<file path="config.mk">
export PLATFORM = sky130hd
export DESIGN_NAME = oneshot_multi
export DESIGN_NICKNAME = d
export VERILOG_FILES = /design/src/rtl/oneshot_multi_pkg.sv /design/src/rtl/oneshot_channel.sv /design/src/rtl/oneshot_multi.sv
export SDC_FILE = /design/constraint.sdc
export NUM_CORES = 1
export LEC_CHECK = 0
export ABC_AREA = 1
export CORE_MARGIN = 2
export CORE_UTILIZATION = 60
export CTS_CLUSTER_DIAMETER = 80
export CTS_CLUSTER_SIZE = 16
export DETAILED_ROUTE_END_ITERATION = 10
export GPL_TIMING_DRIVEN = 0
export PLACE_DENSITY = 0.83
export SKIP_LAST_GASP = 1
export SLEW_MARGIN = 20
export SYNTH_ARGS = -nofsm -noshare
export SYNTH_HDL_FRONTEND = slang
export SYNTH_HIERARCHICAL = 1
export SYNTH_SLANG_ARGS = --single-unit
</file>
<file path="constraint.sdc">
create_clock -name CLK -period 5.4 [get_ports CLK]
set_clock_uncertainty 0.2 [all_clocks]
set_input_delay 0.81 -clock CLK [delete_from_list [all_inputs] [get_ports CLK]]
set_output_delay 0.81 -clock CLK [all_outputs]
set_load 0.03 [all_outputs]
</file>
<file path="src/rtl/oneshot_multi_pkg.sv">
// Shared types for the multi-channel one-shot timer.
package oneshot_multi_pkg;

  localparam logic [1:0] ST_IDLE_ENC = 2'b00;

  typedef enum logic [1:0] {
    IDLE  = ST_IDLE_ENC,
    COUNT = 2'b01,
    END   = 2'b10
  } state_t;

endpackage

</file>
<file path="src/rtl/oneshot_channel.sv">
// Single retriggerable/resettable one-shot channel (DM9602-style replacement).
module oneshot_channel
  import oneshot_multi_pkg::*;
#(
  parameter int unsigned WIDTH        = 16,
  parameter bit          RESET_PRIMED = 1'b1
) (
  input  logic             CLK,
  input  logic             RESET_N,
  input  logic             A_N,
  input  logic             B,
  input  logic             CLR_N,
  input  logic             RETRIG,
  input  logic [WIDTH-1:0] PERIOD,
  output logic             Q,
  output logic             Q_N,
  output logic             DONE
);

  state_t           state;
  state_t           state_nxt;
  logic [WIDTH-1:0] counter;
  logic [WIDTH-1:0] counter_nxt;
  logic [WIDTH-1:0] period_lat;
  logic [WIDTH-1:0] period_lat_nxt;
  logic             prev_trg;
  logic             trg;
  logic             detect;
  logic             accept;

  // Trigger is the OR of the active-low A and active-high B inputs; act on its rising edge.
  assign trg    = ~A_N | B;
  assign detect = trg & ~prev_trg;
  assign accept = detect & CLR_N & (PERIOD != '0);

  // Next-state logic: clear beats retrigger, retrigger beats natural expiry.
  always_comb begin
    state_nxt      = state;
    counter_nxt    = counter;
    period_lat_nxt = period_lat;
    case (state)
      IDLE: begin
        if (accept) begin
          state_nxt      = COUNT;
          counter_nxt    = '0;
          period_lat_nxt = PERIOD;
        end
      end
      COUNT: begin
        if (!CLR_N) begin
          state_nxt   = IDLE;
          counter_nxt = '0;
        end else if (accept && RETRIG) begin
          counter_nxt    = '0;
          period_lat_nxt = PERIOD;
        end else if (counter == period_lat - WIDTH'(1)) begin
          state_nxt   = END;
          counter_nxt = '0;
        end else begin
          counter_nxt = counter + WIDTH'(1);
        end
      end
      END: begin
        if (accept) begin
          state_nxt      = COUNT;
          counter_nxt    = '0;
          period_lat_nxt = PERIOD;
        end else begin
          state_nxt = IDLE;
        end
      end
      default: begin
        state_nxt   = IDLE;
        counter_nxt = '0;
      end
    endcase
  end

  // State, counter and latched period registers.
  always_ff @(posedge CLK) begin
    if (!RESET_N) begin
      state      <= IDLE;
      counter    <= '0;
      period_lat <= '0;
    end else begin
      state      <= state_nxt;
      counter    <= counter_nxt;
      period_lat <= period_lat_nxt;
    end
  end

  // Trigger history; primed at reset so a trigger held across reset release does not fire.
  always_ff @(posedge CLK) begin
    if (!RESET_N) begin
      prev_trg <= RESET_PRIMED;
    end else begin
      prev_trg <= trg;
    end
  end

  // Outputs registered alongside the state so they mirror it with no input-to-output path.
  always_ff @(posedge CLK) begin
    if (!RESET_N) begin
      Q    <= 1'b0;
      Q_N  <= 1'b1;
      DONE <= 1'b0;
    end else begin
      Q    <= (state_nxt == COUNT);
      Q_N  <= (state_nxt != COUNT);
      DONE <= (state_nxt == END);
    end
  end

endmodule

</file>
<file path="src/rtl/oneshot_multi.sv">
// Bank of independent one-shot channels sharing a clock and reset.
module oneshot_multi
  import oneshot_multi_pkg::*;
#(
  parameter int unsigned CHANNELS     = 2,
  parameter int unsigned WIDTH        = 16,
  parameter bit          RESET_PRIMED = 1'b1
) (
  input  logic                      CLK,
  input  logic                      RESET_N,
  input  logic [CHANNELS-1:0]       A_N,
  input  logic [CHANNELS-1:0]       B,
  input  logic [CHANNELS-1:0]       CLR_N,
  input  logic [CHANNELS-1:0]       RETRIG,
  input  logic [CHANNELS*WIDTH-1:0] PERIOD,
  output logic [CHANNELS-1:0]       Q,
  output logic [CHANNELS-1:0]       Q_N,
  output logic [CHANNELS-1:0]       DONE
);

  // One channel per bit; each takes its own slice of the period vector.
  for (genvar i = 0; i < CHANNELS; i++) begin : g_chan
    oneshot_channel #(
      .WIDTH        (WIDTH),
      .RESET_PRIMED (RESET_PRIMED)
    ) u_chan (
      .CLK     (CLK),
      .RESET_N (RESET_N),
      .A_N     (A_N[i]),
      .B       (B[i]),
      .CLR_N   (CLR_N[i]),
      .RETRIG  (RETRIG[i]),
      .PERIOD  (PERIOD[i*WIDTH +: WIDTH]),
      .Q       (Q[i]),
      .Q_N     (Q_N[i]),
      .DONE    (DONE[i])
    );
  end

endmodule

</file>
==> impl_metrics.json, run 1 <==
{
  "hold_buffers": 0,
  "p_sw_mw": 0.440,
  "io_buffers": 47,
  "synth_flop_cell": "dfxtp_1",
  "first_iter_violations": 498,
  "diodes": 0,
  "clockBufferDepth": 2,
  "grt_pass1_wl_um": 22400,
  "crit_fanout": 10,
  "clock_sink_count": 76,
  "drive_gt1_frac": 0.124,
  "final_cell_mix": "nand2_1 (164), inv_1 (91), dfxtp_1 (76)",
  "ant_nets": 0,
  "regToRegSetupSlack_ps": 2970,
  "finish.net_count": 842,
  "cts_root_buf": "clkbuf_8",
  "final_cells": 906,
  "initial_core_util": 0.610,
  "p_leak_nw": 2.54,
  "final_hold_viol_count": 0,
  "wl_per_cell_um": 15.2,
  "dpl.hpwl_um": 10800,
  "postCtsResizedCells": 0,
  "clock_latency_ps": 350,
  "criticalPathCategory": "in -> reg",
  "max_freq_mhz": 313,
  "grt_pass1_vias": 4739,
  "p_seq_frac": 0.419,
  "rows": 33,
  "r2r-start": "g_chan[1].u_chan/period_lat[0]",
  "ys_warn_count": 6,
  "num_vias": 5106,
  "wirelength_um": 13800,
  "pre_cts_slack_ps": 1950,
  "htreeDepth": 3,
  "synth_cell_types": 37,
  "synth_area_leader_cell": "dfxtp_1",
  "hp-start": "g_chan[0].u_chan/period_lat[15]",
  "dp.cells": 890,
  "tns_ps": 0,
  "fp.dieArea_um2": 9010,
  "seq_area_frac_synth": 0.307,
  "gp_congestion": 0.950,
  "grt_antenna_before_repair": 0,
  "combPwrFrac": 0.231,
  "drc": 0,
  "vdd_ir_drop_max_uv": 162,
  "synth_nets": 784,
  "relSlewSlack": 0.586,
  "overflow": 0,
  "hold_path_end": "g_chan[0].u_chan/period_lat[15]",
  "clk_pin_slew_worst_paths_ps": 80,
  "core_um2": 8130,
  "fin_ws_ps": 2210,
  "cp.arrival_ps": 3260,
  "timing.final.crit_share": 0.591,
  "crit_path_end_kind": "flip-flop",
  "netSwitchingFraction": 0.314,
  "rsz0062_at_grt": "no",
  "reg2reg_to": "g_chan[1].u_chan/counter[8]",
  "syn_area_per_cell_um2": 6.72,
  "postCtsSetupRepairBufs": 0,
  "vias_per_cell": 5.64,
  "clkPwrFrac": 0.350,
  "cts_buffers": 9,
  "reg2reg_depth": 12,
  "yosys.area.top_type_share": 0.307,
  "fillers": 700,
  "setup_viol": 0,
  "grt_max_degree": 15,
  "outcome": "completed",
  "synthArstFlopShare": 0,
  "grt_usage": 0.321,
  "synth.area.top_cells": "dfxtp_1 (31%), nand2_1 (12%), inv_1 (6.9%), xor2_1 (6.2%), a21oi_1 (4.8%)",
  "io_pins": 48,
  "syn2layout_area_growth_pct": 16.6,
  "fin_crit_ps": 3190,
  "drt_first_pass_iters": 5,
  "power_density_nw_per_um2": 242,
  "worst_pin_slew_ps": 615,
  "ys_ff_latch": 76,
  "start_kind": "input port",
  "synth-edff-count": 0,
  "required_ps": 5470,
  "min_path_type": "reg -> reg",
  "p_int_mw": 0.962,
  "die_width_um": 94.9,
  "die_y_um": 94.9,
  "drv_cap": 0,
  "cts_tree": "yes",
  "holdPathStages": 2,
  "slew_viol_final": 0,
  "synthCells": 738,
  "final_common_cell": "nand2_1",
  "synth.cell_area_um2": 4960
}
worst max path at each step:
stage	start	endpoint	slack, ps	cells past startpoint
detailed placement	PERIOD[0]	g_chan[0].u_chan/period_lat[4]	1950	9
global placement	PERIOD[0]	g_chan[0].u_chan/period_lat[4]	1980	9
CTS	PERIOD[0]	g_chan[0].u_chan/period_lat[5]	2280	9
finish	PERIOD[0]	g_chan[0].u_chan/period_lat[5]	2210	9
global route	PERIOD[0]	g_chan[0].u_chan/period_lat[5]	2040	9
floorplan	PERIOD[20]	g_chan[1].u_chan/period_lat[10]	3220	8
metal layers:
metal / part of all wire / wire length, um / global-route usage
met3: 0.091 / 1250 / 0.0479
met4: 0.026 / 355 / 0.128
met2: 0.43 / 5860 / 0.478
met1: 0.46 / 6290 / 0.465
met5: 0 / 0 / 0
state kept, by name, indices dropped and copies added (netlist names):
name / flops
g_chan.u_chan/counter: 32
g_chan.u_chan/period_lat: 32
g_chan.u_chan/state: 4
g_chan.u_chan/DONE: 2
g_chan.u_chan/Q: 2
g_chan.u_chan/Q_N: 2
g_chan.u_chan/prev_trg: 2
power groups by stage:
| stage | combinational [mW] | clock, mW | sequential [mW] |
|---|---|---|---|
| 2_1_floorplan | 0.227 | 0 | 0.598 |
| 3_3_place_gp | 0.309 | 0 | 0.600 |
| 3_5_place_dp | 0.315 | 0 | 0.600 |
| 4_1_cts | 0.318 | 0.495 | 0.587 |
| 5_1_grt | 0.358 | 0.522 | 0.590 |
| 6_report | 0.324 | 0.491 | 0.588 |
cell families after synthesis:
| kind of cell | share of synthesized area |
|---|---|
| flip-flops | 0.307 |
| buffers and inverters | 0.0903 |
| adder cells (fa/ha/maj) | 0.0101 |
| AO/OA/AOI/OAI | 0.105 |
| XOR/XNOR | 0.0830 |
| AND/OR/NAND/NOR | 0.405 |
cells in the mapped netlist (all sizes together), types with 3 or more instances:
library cell / instances
nor2: 112
xor2: 35
dfxtp: 76
nand4: 23
clkbuf: 8
nor3b: 3
nor3: 16
a21oi: 48
nand2: 181
nor4: 6
ha: 4
nand3: 46
o21ai: 44
buf: 6
o21bai: 4
nand3b: 8
inv: 98
xnor2: 12
critical path, cell delays in order:
cell and delay [ps]:
clkdlybuf4s50_1 440, nor4_1 580, nand3b_1 240, nand2_1 170
nor2_1 110, nor2_1 190, clkbuf_1 370, o21ai_0 190
a21oi_1 150
per-stage QoR:
stage	area [um2]	utilization	hold slack, ps	power, mW
6_report	5790	0.711	286	1.40
5_1_grt	5790	0.711	315	1.47
4_1_cts	5790	0.711	289	1.40
3_5_place_dp	5560	0.684	276	0.916
3_3_place_gp	5560	0.684	269	0.909
2_1_floorplan	4960	-	255	0.826
final cells by class:
type                            instances  area (um2)  area share
Multi-Input combinational cell        549        2990       0.517
Sequential cell                        76        1520       0.263
Timing Repair Buffer                   47         470      0.0813
Inverter                               99         372      0.0642
Tap cell                              105         131      0.0227
Clock buffer                           10         128      0.0221
Clock inverter                          6        96.3      0.0166
Buffer                                 14        76.3      0.0132
Note: power is estimated with default switching activity, not from simulation.
==> inputs of run 2 (changes only) <==
--- a/config.mk
+++ b/config.mk
@@ -7,12 +7,12 @@
 export LEC_CHECK = 0
 export ABC_AREA = 1
 export CORE_MARGIN = 2
-export CORE_UTILIZATION = 60
+export CORE_UTILIZATION = 58
 export CTS_CLUSTER_DIAMETER = 80
 export CTS_CLUSTER_SIZE = 16
 export DETAILED_ROUTE_END_ITERATION = 10
 export GPL_TIMING_DRIVEN = 0
-export PLACE_DENSITY = 0.83
+export PLACE_DENSITY = 0.81
 export SKIP_LAST_GASP = 1
 export SLEW_MARGIN = 20
 export SYNTH_ARGS = -nofsm -noshare
==> constraint.sdc (replaced) <==
create_clock -name CLK -period 3.17 [get_ports CLK]
set_clock_uncertainty 0.2 [all_clocks]
set_input_delay 0.4755 -clock CLK [delete_from_list [all_inputs] [get_ports CLK]]
set_output_delay 0.4755 -clock CLK [all_outputs]
set_load 0.03 [all_outputs]
==> run 2 against run 1 <==
  * Routed wire length is 2.1% lower
  * Via count shrank 1.3%
  * Core utilization decreased by 1.3 points
  * Highest routed layer unchanged
  * Worst hold slack better by 1.3 ps
  * Clock power rose by 58%
  * Register-to-register slack worse by 2200 ps
==> impl_metrics.json, run 2 (synthesis gave the netlist of run 1 again) <==
{
  "slew_viol_final": 0,
  "setup_viol": 0,
  "grtUsageMet2": 0.444,
  "drive_gt1_frac": 0.125,
  "pre_cts_slack_ps": 277,
  "wl_per_cell_um": 14.9,
  "fin_ws_ps": 592,
  "ant_nets": 0,
  "grt_max_degree": 16,
  "grt_most_used_layer": "met1",
  "htreeDepth": 3,
  "worst_pin_slew_ps": 570,
  "timing.final.crit_share": 0.813,
  "gp_congestion": 1.00,
  "dp.cells": 890,
  "fin_crit_ps": 2580,
  "diodes": 0,
  "clock_sink_count": 76,
  "reg.largest.list": "g_chan.u_chan/counter (32), g_chan.u_chan/period_lat (32), g_chan.u_chan/state (4)",
  "grt.met3_usage": 0.0357,
  "rsz0062_at_grt": "no",
  "clockBufferDepth": 2,
  "crit_fanout": 10,
  "die_width_um": 96.5,
  "outcome": "completed",
  "cts_tree": "yes",
  "criticalPathCategory": "in -> reg",
  "relSlewSlack": 0.619,
  "grt_usage": 0.305,
  "required_ps": 3210,
  "grt_pass1_vias": 4582,
  "overflow": 0,
  "fillers": 741,
  "clk_pin_slew_worst_paths_ps": 90,
  "final_cells": 906,
  "fp.dieArea_um2": 9310,
  "dpl.hpwl_um": 10800,
  "met1_usage": 0.467,
  "tns_ps": 0,
  "drc": 0,
  "final_hold_viol_count": 0,
  "min_path_type": "reg -> reg",
  "wirelength_um": 13500,
  "cts_buffers": 9,
  "final_cell_mix": "nand2_1 (164), inv_1 (91), dfxtp_1 (76)",
  "final_common_cell": "nand2_1",
  "grt_pass1_wl_um": 21700,
  "postCtsResizedCells": 0,
  "num_vias": 5042,
  "p_leak_nw": 2.53,
  "syn2layout_area_growth_pct": 16.3,
  "first_iter_violations": 386,
  "vdd_ir_drop_max_uv": 210,
  "io_pins": 48,
  "max_freq_mhz": 388,
  "finish.net_count": 842,
  "postCtsSetupRepairBufs": 0,
  "grt_antenna_before_repair": 0,
  "drt_first_pass_iters": 5,
  "rows": 33,
  "die_y_um": 96.5,
  "cp.arrival_ps": 2620,
  "vias_per_cell": 5.57,
  "drv_cap": 0,
  "power_density_nw_per_um2": 402,
  "initial_core_util": 0.601,
  "crit_path_end_kind": "flip-flop",
  "hold_buffers": 0,
  "clock_latency_ps": 360,
  "core_um2": 8260,
  "start_kind": "input port",
  "cts_root_buf": "clkbuf_8",
  "io_buffers": 47
}
run 2: path summary, 6_finish.rpt:
path,from,endpoint,slack [ps],cells after the start
worst min-delay path,g_chan[0].u_chan/period_lat[13],g_chan[0].u_chan/period_lat[13],290,2
worst max register to register,g_chan[1].u_chan/period_lat[0],g_chan[1].u_chan/DONE,770,11
worst max-delay path,PERIOD[16],g_chan[1].u_chan/period_lat[5],590,9
worst min register to register,g_chan[0].u_chan/period_lat[13],g_chan[0].u_chan/period_lat[13],290,2
run 2: worst max-delay path, stage by stage:
cell,delay (ps)
clkdlybuf4s50_1,410
nor4_1,430
nand3b_1,250
nand2_1,170
nor2_1,110
nor2_1,150
buf_2,240
buf_2,280
a21oi_1,110
run 2: stage by stage:
stage               hold slack [ps]  power [mW]  utilization  instance area (um2)
finish                          288        2.32        0.699                 5770
global route                    319        2.44        0.699                 5770
CTS                             290        2.33        0.699                 5770
detailed placement              277        1.56        0.674                 5560
global placement                268        1.54        0.674                 5560
floorplan                       255        1.41            -                 4960
run 2: metal layers:
metal / up-vias / wire [um]
li1: 2484 / -
met1: 2310 / 6340
met2: 219 / 5680
met3: 29 / 1220
met4: 0 / 219
met5: - / 0
run 2: area by class of cell:
type | count | area [um2] | area share
buffer | 14 | 76.3 | 0.0132
clock buffer | 9 | 124 | 0.0215
clock inverter | 7 | 82.6 | 0.0143
inverter | 99 | 372 | 0.0644
multi-input combinational | 549 | 2990 | 0.519
sequential | 76 | 1520 | 0.264
tap | 105 | 131 | 0.0228
timing repair buffer | 47 | 470 | 0.0815
run 2: power breakdown:
group	switching, mW	internal, mW
logic	0.331	0.211
registers	0.0269	0.975
clock network	0.403	0.374
total	0.761	1.56
